$ cat src/rtl/clock_enable_period_monitor.sv
// clock_enable_period_monitor: measures the period of a one-cycle enable strobe,
// locks after LOCK_COUNT identical intervals and flags early, late or missing strobes.
module clock_enable_period_monitor #(
    parameter int W          = 16,
    parameter int LOCK_COUNT = 4
) (
    input  logic         clk,
    input  logic         rst,
    input  logic         en,
    output logic         locked,
    output logic [W-1:0] period,
    output logic         pow2,
    output logic [4:0]   exponent,
    output logic         err
);
    localparam int MW = $clog2(LOCK_COUNT + 1);
    localparam logic [W-1:0] CMAX = '1;

    typedef enum logic [1:0] {IDLE, ACQ, LOCKED} state_t;

    state_t         state_q, state_d;
    logic [W-1:0]   cnt_q, cnt_d, cand_q, cand_d, period_q, period_d;
    logic [MW-1:0]  match_q, match_d, match_n;
    logic           locked_q, locked_d, pow2_q, pow2_d, err_q, err_d;
    logic [4:0]     exp_q, exp_d, exp_c;
    logic           pow2_c, hit;

    assign cnt_d = en ? W'(1) : (cnt_q == CMAX ? cnt_q : cnt_q + W'(1));

    always_comb begin
        exp_c = '0;
        for (int i = 0; i < W; i++)
            if (cnt_q[i]) exp_c = 5'(i);
        pow2_c = ((cnt_q & (cnt_q - W'(1))) == '0) && (cnt_q >= W'(2));
    end

    // match counts repeats beyond the candidate itself, so a run of match+1 intervals is complete
    assign match_n = (cnt_q == cand_q) ? match_q + MW'(1) : '0;
    assign hit     = int'(match_n) + 1 == LOCK_COUNT;

    always_comb begin
        state_d  = state_q;
        cand_d   = cand_q;
        match_d  = match_q;
        period_d = period_q;
        pow2_d   = pow2_q;
        exp_d    = exp_q;
        err_d    = 1'b0;
        case (state_q)
            IDLE: if (en) begin
                state_d = ACQ;
                cand_d  = '0;
                match_d = '0;
            end
            ACQ: if (en) begin
                cand_d  = cnt_q;
                match_d = match_n;
                if (hit) begin
                    state_d  = LOCKED;
                    period_d = cnt_q;
                    pow2_d   = pow2_c;
                    exp_d    = pow2_c ? exp_c : '0;
                end
            end else if (cnt_q == CMAX) begin
                state_d = IDLE;
            end
            // missing strobe is caught as the count passes period, before an interval of period+1 can occur
            LOCKED: if (en ? cnt_q != period_q : cnt_q == period_q) begin
                err_d   = 1'b1;
                state_d = en ? ACQ : IDLE;
                cand_d  = cnt_q;
                match_d = '0;
            end
            default: state_d = IDLE;
        endcase
        locked_d = state_d == LOCKED;
    end

    always_ff @(posedge clk or posedge rst) begin
        if (rst) begin
            state_q  <= IDLE;
            cnt_q    <= '0;
            cand_q   <= '0;
            match_q  <= '0;
            period_q <= '0;
            pow2_q   <= 1'b0;
            exp_q    <= '0;
            locked_q <= 1'b0;
            err_q    <= 1'b0;
        end else begin
            state_q  <= state_d;
            cnt_q    <= cnt_d;
            cand_q   <= cand_d;
            match_q  <= match_d;
            period_q <= period_d;
            pow2_q   <= pow2_d;
            exp_q    <= exp_d;
            locked_q <= locked_d;
            err_q    <= err_d;
        end
    end

    assign locked   = locked_q;
    assign period   = period_q;
    assign pow2     = pow2_q;
    assign exponent = exp_q;
    assign err      = err_q;
endmodule

$ cat config.mk
export PLATFORM = sky130hd
export DESIGN_NAME = clock_enable_period_monitor
export DESIGN_NICKNAME = d
export VERILOG_FILES = /design/src/rtl/clock_enable_period_monitor.sv
export SDC_FILE = /design/constraint.sdc
export NUM_CORES = 1
export LEC_CHECK = 0
export ABC_CLOCK_PERIOD_IN_PS = 3300
export BUFFER_PORTS_ARGS = -buffer_cell sky130_fd_sc_hd__buf_4
export CORE_UTILIZATION = 60
export CTS_CLUSTER_SIZE = 10
export DETAILED_ROUTE_END_ITERATION = 8
export PLACE_DENSITY = 0.85
export SYNTH_ARGS = -nofsm -noshare
export SYNTH_HDL_FRONTEND = slang
export SYNTH_SLANG_ARGS = --single-unit
$ cat constraint.sdc
create_clock -name clk -period 3.3 [get_ports clk]
set_input_delay 0.66 -clock clk [delete_from_list [all_inputs] [get_ports clk]]
set_output_delay 0.66 -clock clk [all_outputs]
set_load 0.03 [all_outputs]
==> results.cfg, run 1 <==
[layout]
diodes = 0
drive_gt1_share_pct = 21.3
fin_area_sq_mm = 0.00401
nets = 415
fin_util_pct = 71.9
area_growth_pct = 13.8

[setup_path]
crit_required_ns = 3.56
slowest_delay_ns = 0.49
path_class = flip-flop to flip-flop
critical_path_arrival_ns = 2.93
path_cells = xor2_1 -> nor4_1 -> nand4_1 -> buf_4 -> nand2_1 -> a32o_1 -> buf_12 -> nand3_1 -> o21ai_0
critPathTopFamily = simple AND/OR/NAND/NOR gates
start_kind = flip-flop
crit_slowest_cell = dfrtp_1
path_max_fanout = 22
crit_path_start = cnt_q[15]
rrSetupSlack_ns = 0.63
setup.worst_path.end_class = flip-flop
r2r_start = cnt_q[15]
worst-path-buf-inv = 2

[placed_design]
numPortBuffers = 25
place_area_sq_mm = 0.00379
hpwl_um = 5620
gp_congestion = 0.847

[global_routing]
grt_pass1_wl_um = 13800
track_usage_pct = 29.5
antenna_found_initial = 0
grt_pass1_vias = 2875
grt.overflow.total = 0
grt_max_degree = 39

[cts]
cts_hold_buf = 0
insertion_delay_ns = 0.35
clock_tree.buffer_depth = 2
cts_setup_buffers = 0
cts_tree = done
clk_pin_slew_ns = 0.08
cts_root_buf = clkbuf_8
cts_made_buffers = 9
cts_resized = 0
h-tree-depth = 3
cts_sinks = 60

[routing]
wl_per_cell_um = 17.1
vias_per_cell = 6.05
vias = 2905
drt-total-wl_um = 8210
ant_nets = 0
route.detailed.drc = 0
drt_iter0_drc = 354
drt_pre_antenna_iters = 6

[yosys]
synth_top_area_share_pct = 42.6
yosysUniqueCellTypes = 56
synth-seq-cells = 60
synth_edf_count = 0
yosysMostFrequentCell = dfrtp_1
yosys_warnings = 0
synthesis.area_sq_mm = 0.00352
ys_seq_area_share_pct = 42.6
ys_top_cells_by_count = 60 x dfrtp_1, 35 x inv_1, 33 x nor2_1
synth_area_leaders = dfrtp_1 43%, xnor2_1 5.7%, xor2_1 5.7%, mux2_2 5.1%, inv_1 3.7%
synthFlopType = dfrtp_1
syn-num-nets = 390
synth_top_area_cell = dfrtp_1
syn_inst = 378
synth_async_sr_flop_share_pct = 100
avgSynthCellArea_sq_um = 9.32

[pwr]
p_leak_nw = 1.90
power_density_mw_per_mm2 = 527
vdd_ir_drop_max_mv = 0.419

[floorplan]
fp.coreArea_sq_mm = 0.00557
die_h_um = 78.6
die_w_um = 78.6
num_rows = 27
ios = 27
start_util_pct = 63.2
dieArea_sq_mm = 0.00619

[sta]
tns_ns = 0
post-route-min-period_ns = 2.67
clock_skew_ns = 0.0103
worstMarginPinSlew_ns = 0.657
fin_crit_sh_pct = 80.8
rsz0062_at_grt = false
holdWs_ns = 0.345
maxSlewViolCount = 0
slew_headroom_pct = 55.8
hold_violations = 0
max_freq_mhz = 375
setup_viol_count_final = 0

[worst_hold_path]
min_path_type = input pin to asynchronous set/reset pin

[outcome]
outcome = completed

[job]
cap_violations = 0
[kinds of logic after synthesis]
family / Yosys count / share of synthesized area (%)
simple gates: 123 / 18.6
buf+inv: 66 / 8.56
fa+ha+maj: 9 / 3.19
mux: 17 / 5.40
other cells: 1 / 0.106
flops: 60 / 42.6
compound gates: 56 / 10.1
xor+xnor: 46 / 11.4
[metal layers]
metal	up-vias	routed length, um	GRT usage [%]
met1	1401	3380	38.2
met4	0	231	14.8
li1	1332	-	-
met3	25	665	4.53
met2	147	3940	48.1
met5	-	0	0
[area by class of cell]
cell class | count | area (sq um)
Multi-Input combinational cell | 252 | 1720
Fill cell | 426 | 1560
Sequential cell | 60 | 1500
Timing Repair Buffer | 45 | 350
Inverter | 35 | 131
Clock buffer | 9 | 124
Clock inverter | 7 | 91.3
Tap cell | 72 | 90.1
[through the flow]
step / worst slack [ns] / instances / power [W]
6_report: 0.633 / 480 / 0.00211
5_1_grt: 0.484 / 480 / 0.00220
2_1_floorplan: 1.02 / 378 / 0.00123
3_3_place_gp: 0.746 / 464 / 0.00137
4_1_cts: 0.657 / 480 / 0.00212
3_5_place_dp: 0.687 / 464 / 0.00140
[layout by cell type, fill, tap and decap left out, types with 10 or more instances in the layout]
cell,synthesis,routed
dfrtp_1,60,60
buf_4,5,44
inv_1,35,34
nor2_1,33,33
o21ai_0,24,24
xnor2_1,23,23
xor2_1,23,23
nand3_1,22,22
nand2_1,16,16
mux2_2,16,16
nor3_1,12,12
nand4_1,10,10
[power by group]
| part | switching [W] | internal [W] | total [W] |
|---|---|---|---|
| Combinational | 0.000338 | 0.000204 | 0.000541 |
| Clock | 0.000303 | 0.000422 | 0.000725 |
| Sequential | 0.0000496 | 0.000797 | 0.000846 |
[sequential cells by signal (all words and copies together) (netlist names), 2 cells and up]
signal    count
cand_q       16
period       16
cnt_q        16
match_q       3
exponent      4
state_q       2
[worst paths after layout]
| path | cells after the start | end |
|---|---|---|
| worst min register to register | 1 | match_q[0] |
| worst max register to register | 9 | cand_q[5] |
| min in group clk | 1 | match_q[0] |
| worst max-delay path | 9 | cand_q[5] |
| max in group asynchronous | 3 | cnt_q[0] |
| worst min-delay path | 2 | exponent[2] |
Note: power is estimated with default switching activity, not from simulation.
==> run 2, diff against run 1 <==
Settings changed: ABC_AREA set to 1, ABC_CLOCK_PERIOD_IN_PS 3300 to 2300, CORE_UTILIZATION 60 to 55, PLACE_DENSITY 0.85 to 0.81.
Clock period 3.3 ns to 2.3 ns, I/O delays scaled along.
==> results.cfg, run 2 <==
[global_routing]
grt_pass1_vias = 3417
grt_pass1_wl_um = 15600
track_usage_pct = 26.7
grt_max_degree = 49
grt.overflow.total = 0
antenna_found_initial = 0

[yosys]
yosys_warnings = 0
synth_area_leaders = dfrtp_1 37%, nand2_1 20%, o21ai_0 4.8%, nor2_1 4.7%, inv_1 4.2%
ys_seq_area_share_pct = 37.3
synthFlopType = dfrtp_1
muxShareOfSynthArea_pct = 0
synth-xor-area-share_pct = 4.57
avgSynthCellArea_sq_um = 7.20
synth_async_sr_flop_share_pct = 100
syn_inst = 559
synth-seq-cells = 60
yosysMostFrequentCell = nand2_1
yosysUniqueCellTypes = 37
synth_edf_count = 0
syn-num-nets = 571
synth_top_family_by_area = simple AND/OR/NAND/NOR gates
synth_top_area_share_pct = 37.3
synthesis.area_sq_mm = 0.00403
synth_top_area_cell = dfrtp_1
synth-compound-area-share_pct = 11.0
synth_simple_gate_area_share_pct = 32.3
synthAdderAreaFrac_pct = 2.80
ys_top_cells_by_count = 211 x nand2_1, 60 x dfrtp_1, 50 x nor2_1

[floorplan]
die_h_um = 87.6
die_w_um = 87.6
dieArea_sq_mm = 0.00767
fp.coreArea_sq_mm = 0.00694
ios = 27
start_util_pct = 58.0
num_rows = 30

[placed_design]
place_area_sq_mm = 0.00419
hpwl_um = 6650
numPortBuffers = 25
place_inst = 662
gp_congestion = 0.923

[sta]
maxSlewViolCount = 0
worstMarginPinSlew_ns = 0.630
clock_skew_ns = 0.0101
slew_headroom_pct = 58.0
setup_viol_count_final = 0
hold_violations = 0
fin_crit_sh_pct = 93.3
max_freq_mhz = 466
post-route-min-period_ns = 2.14
holdWs_ns = 0.0656

[pwr]
vdd_ir_drop_max_mv = 0.474
p_int_w = 0.00193
p_comb_share_pct = 28.8
clkPwrFrac_pct = 31.0
power_density_mw_per_mm2 = 687
switching_power_w = 0.00108
power_w = 0.00301
p_leak_nw = 2.23
seqPwrFrac_pct = 40.1
p_sw_share_pct = 36.0

[cts]
cts_root_buf = clkbuf_8
h-tree-depth = 3
insertion_delay_ns = 0.35
clk_pin_slew_ns = 0.07
cts_tree = done
clock_tree.buffer_depth = 2
cts_hold_buf = 0
cts_sinks = 60
cts_made_buffers = 9

[layout]
fin_util_pct = 63.2
diodes = 0
area_growth_pct = 9.01
nets = 589
layout_commonest_cell = nand2_1
drive_gt1_share_pct = 18.1
fin_area_sq_mm = 0.00439
fin_cells = 677
layout_common_cells = 211 x nand2_1, 55 x dfrtp_1, 50 x nor2_1, 44 x inv_1, 39 x o21ai_0

[routing]
route.detailed.drc = 0
drt_iter0_drc = 388
drt-total-wl_um = 9350
vias = 3604
wl_per_cell_um = 13.8
drt_pre_antenna_iters = 6
vias_per_cell = 5.32
ant_nets = 0

[setup_path]
path_class = flip-flop to flip-flop
crit_required_ns = 2.57
critical_path_arrival_ns = 2.42
start_kind = flip-flop
path_max_fanout = 22
setup.worst_path.end_class = flip-flop

[job]
cap_violations = 0

[outcome]
outcome = completed

[worst_hold_path]
min_path_type = input pin to asynchronous set/reset pin
-- run 2: changes by cell type in the layout (fill, tap and decap cells not counted), moves of 10 or more --
cell	delta
nor2_1	+17
o21ai_2	+16
xnor2_1	-13
xor2_1	-12
o21ai_0	+15
inv_1	+10
nand2_1	+195
mux2_2	-16
buf_4	-10
-- run 2: through the flow --
stage / setup slack [ns] / TNS [ns]
6_report: 0.155 / 0
5_1_grt: -0.0207 / -0.0296
4_1_cts: 0.0938 / 0
3_5_place_dp: 0.0884 / 0
3_3_place_gp: 0.255 / 0
2_1_floorplan: 0.355 / 0
-- run 2: cells by family (layout without fill, tap and decap cells) --
kind of cell             after synthesis  count (layout)
AND/OR/NAND/NOR                      308             308
adder cells (fa/ha/maj)                9               9
other                                  1               1
buffers and inverters                 87             109
flip-flops                            60              60
XOR/XNOR                              21              21
AO/OA/AOI/OAI                         73              73
-- run 2: final cells by class --
type / instances / area (sq um)
Fill cell: 601 / 2550
Tap cell: 96 / 120
Clock buffer: 13 / 149
Multi-Input combinational cell: 412 / 2050
Inverter: 58 / 233
Timing Repair Buffer: 36 / 295
Clock inverter: 2 / 35.0
Sequential cell: 60 / 1510
-- run 2: worst max-delay path, cell delays in order (launching register included) --
cell     delay [ns]
dfrtp_1        0.56
inv_4          0.12
nand2_1        0.08
nand2_1        0.05
nor2_1         0.09
nand2_1        0.09
nor2_2         0.18
nand2_1        0.09
nand2_1        0.14
nand3_2        0.11
nand3_2        0.08
buf_4          0.28
nand2_1        0.12
o21ai_2        0.07
-- run 2: path summary, 6_finish.rpt --
| kind | slack (ns) | startpoint | depth (start not counted) | endpoint |
|---|---|---|---|---|
| worst min-delay path | 0.07 | rst | 2 | state_q[0] |
| worst max register to register | 0.16 | cnt_q[4] | 13 | cand_q[1] |
| max in group asynchronous | 1.67 | rst | 3 | cnt_q[1] |
| worst min register to register | 0.48 | exponent[3] | 2 | exponent[3] |
| min in group clk | 0.38 | en | 2 | cnt_q[8] |
| worst max-delay path | 0.16 | cnt_q[4] | 13 | cand_q[1] |
-- run 2: routing by layer --
metal,global-route usage [%],vias to the layer above,share of wire (%)
met5,0,-,0
met4,14.3,0,3.7
met3,5.18,33,7.2
met2,43.4,163,46
met1,33.7,1645,43
li1,-,1763,-
-- run 2: what timing repair did --
item                                    4_1_cts  5_1_grt
buffers inserted                              0        0
resized for setup                             0        6
endpoints found under the hold margin         0        0
endpoints found under the setup margin        0       17
-- run 2: power groups by stage --
stage,logic [W],clock network [W],registers [W]
CTS,0.000866,0.000945,0.00121
global route,0.000969,0.000995,0.00122
finish,0.000869,0.000935,0.00121
global placement,0.000828,0,0.00122
floorplan,0.000671,0,0.00124
detailed placement,0.000854,0,0.00123
==> run 3, diff against run 2 <==
Settings changed: CORE_UTILIZATION 55 to 25, PLACE_DENSITY 0.81 to 0.46, RECOVER_POWER set to 25.
==> results.cfg, run 3 (synthesis gave the netlist of run 2 again) <==
[setup_path]
crit_slowest_cell = dfrtp_1
path_common_cell = nand2_1
critPathTopFamily = simple AND/OR/NAND/NOR gates
path_class = flip-flop to flip-flop
r2r_start = cnt_q[12]
critical_path_arrival_ns = 2.24
path_max_fanout = 16
path_cells = inv_2 -> nand2_1 -> nand2_1 -> nor2_1 -> nand2_1 -> nor2_1 -> nand3_1 -> nand3_2 -> nand3_2 -> buf_4 -> nand2_1 -> o21ai_0
worst-path-buf-inv = 2
start_kind = flip-flop
crit_required_ns = 2.51
slowest_delay_ns = 0.59
setup.worst_path.end_class = flip-flop
crit_path_start = cnt_q[12]

[sta]
maxSlewViolCount = 61
post-route-min-period_ns = 2.03
hold_violations = 0
holdWs_ns = 0.401
slew_headroom_pct = -4.10
fin_crit_sh_pct = 88.1
worstMarginPinSlew_ns = 1.56
rsz0062_at_grt = false
setup_viol_count_final = 0
clock_skew_ns = 0.00755
max_freq_mhz = 493
tns_ns = 0

[routing]
drt_iter0_drc = 222
wl_per_cell_um = 12.3
drt-total-wl_um = 9950
vias = 3423
vias_per_cell = 4.24
ant_nets = 0
drt_pre_antenna_iters = 4
route.detailed.drc = 0

[layout]
fin_util_pct = 29.8
nets = 600
drive_gt1_share_pct = 19.3
area_growth_pct = 17.1
num-fill-cells = 1679
layout_common_cells = 211 x nand2_1, 58 x dfrtp_1, 50 x nor2_1, 45 x inv_1, 43 x buf_4
diodes = 0
fin_cells = 808
layout_commonest_cell = nand2_1

[worst_hold_path]
min_path_type = input pin to flip-flop
hp-start = en

[global_routing]
grt.overflow.total = 0
grt_max_degree = 61
track_usage_pct = 13.2
grt_pass1_vias = 3201
grt_pass1_wl_um = 16500
antenna_found_initial = 0

[cts]
cts_made_buffers = 9
cts_sinks = 60
clk_pin_slew_ns = 0.05
insertion_delay_ns = 0.33
cts_root_buf = clkbuf_16
cts_hold_buf = 0
cts_tree = done
h-tree-depth = 3
clock_tree.buffer_depth = 2

[pwr]
p_leak_nw = 2.32
power_w = 0.00342
power_density_mw_per_mm2 = 725
vdd_ir_drop_max_mv = 0.309

[placed_design]
numPortBuffers = 25
hpwl_um = 7260
gp_congestion = 0.835
place_inst = 793

[outcome]
violations = max-capacitance violations, max-slew violations
outcome = complete, but fails checks

[floorplan]
die_w_um = 129
dieArea_sq_mm = 0.0166
start_util_pct = 25.4
die_h_um = 129
fp.coreArea_sq_mm = 0.0158
ios = 27
num_rows = 46

[job]
cap_violations = 1
-- run 3: cell types whose count changed in the layout (fill, tap and decap cells not counted), sizes merged --
cell,previous run,this run
buf,36,45
bufinv,1,0
clkbuf,13,16
-- run 3: report_power, final --
part           internal [W]  switching, W
Sequential          0.00113     0.0000810
Clock              0.000839      0.000472
Combinational      0.000301      0.000596
Total               0.00227       0.00115
-- run 3: stage by stage --
stage | worst slack [ns] | area [sq um]
5_1_grt | 0.0350 | 4710
3_3_place_gp | 0.239 | 4440
6_report | 0.273 | 4710
4_1_cts | 0.190 | 4730
3_5_place_dp | 0.206 | 4440
2_1_floorplan | 0.355 | 4030
-- run 3: what timing repair did --
action                                  in CTS  in global routing
gates resized for setup                      0                  2
endpoints found under the setup margin       0                  6
hold endpoints to repair                     0                  0
buffers inserted                             0                  0
-- run 3: per-layer routing --
metal	part of all wire [%]	wire, um	track usage [%]
met2	45	4490	20.3
met4	1.3	126	6.44
met1	50	4940	17.8
met5	0	0	0
met3	3.9	387	2.66
-- run 3: layout make-up --
class                      instances  area, sq um  share of cell area (%)
sequential                        60         1500                    31.9
tap                              216          270                    5.73
clock inverter                     1         5.00                   0.106
timing repair buffer              47          375                    7.96
inverter                          58          233                    4.94
clock buffer                      14          284                    6.02
multi-input combinational        412         2040                    43.3
-- run 3: worst paths after layout --
kind / end / slack (ns) / cells after the start
min reg2reg: exponent[3] / 0.48 / 2
max: cand_q[11] / 0.27 / 12
max reg2reg: cand_q[11] / 0.27 / 12
min: cnt_q[4] / 0.40 / 2
min in group asynchronous: cand_q[2] / 0.68 / 3
max in group asynchronous: cnt_q[0] / 0.56 / 3
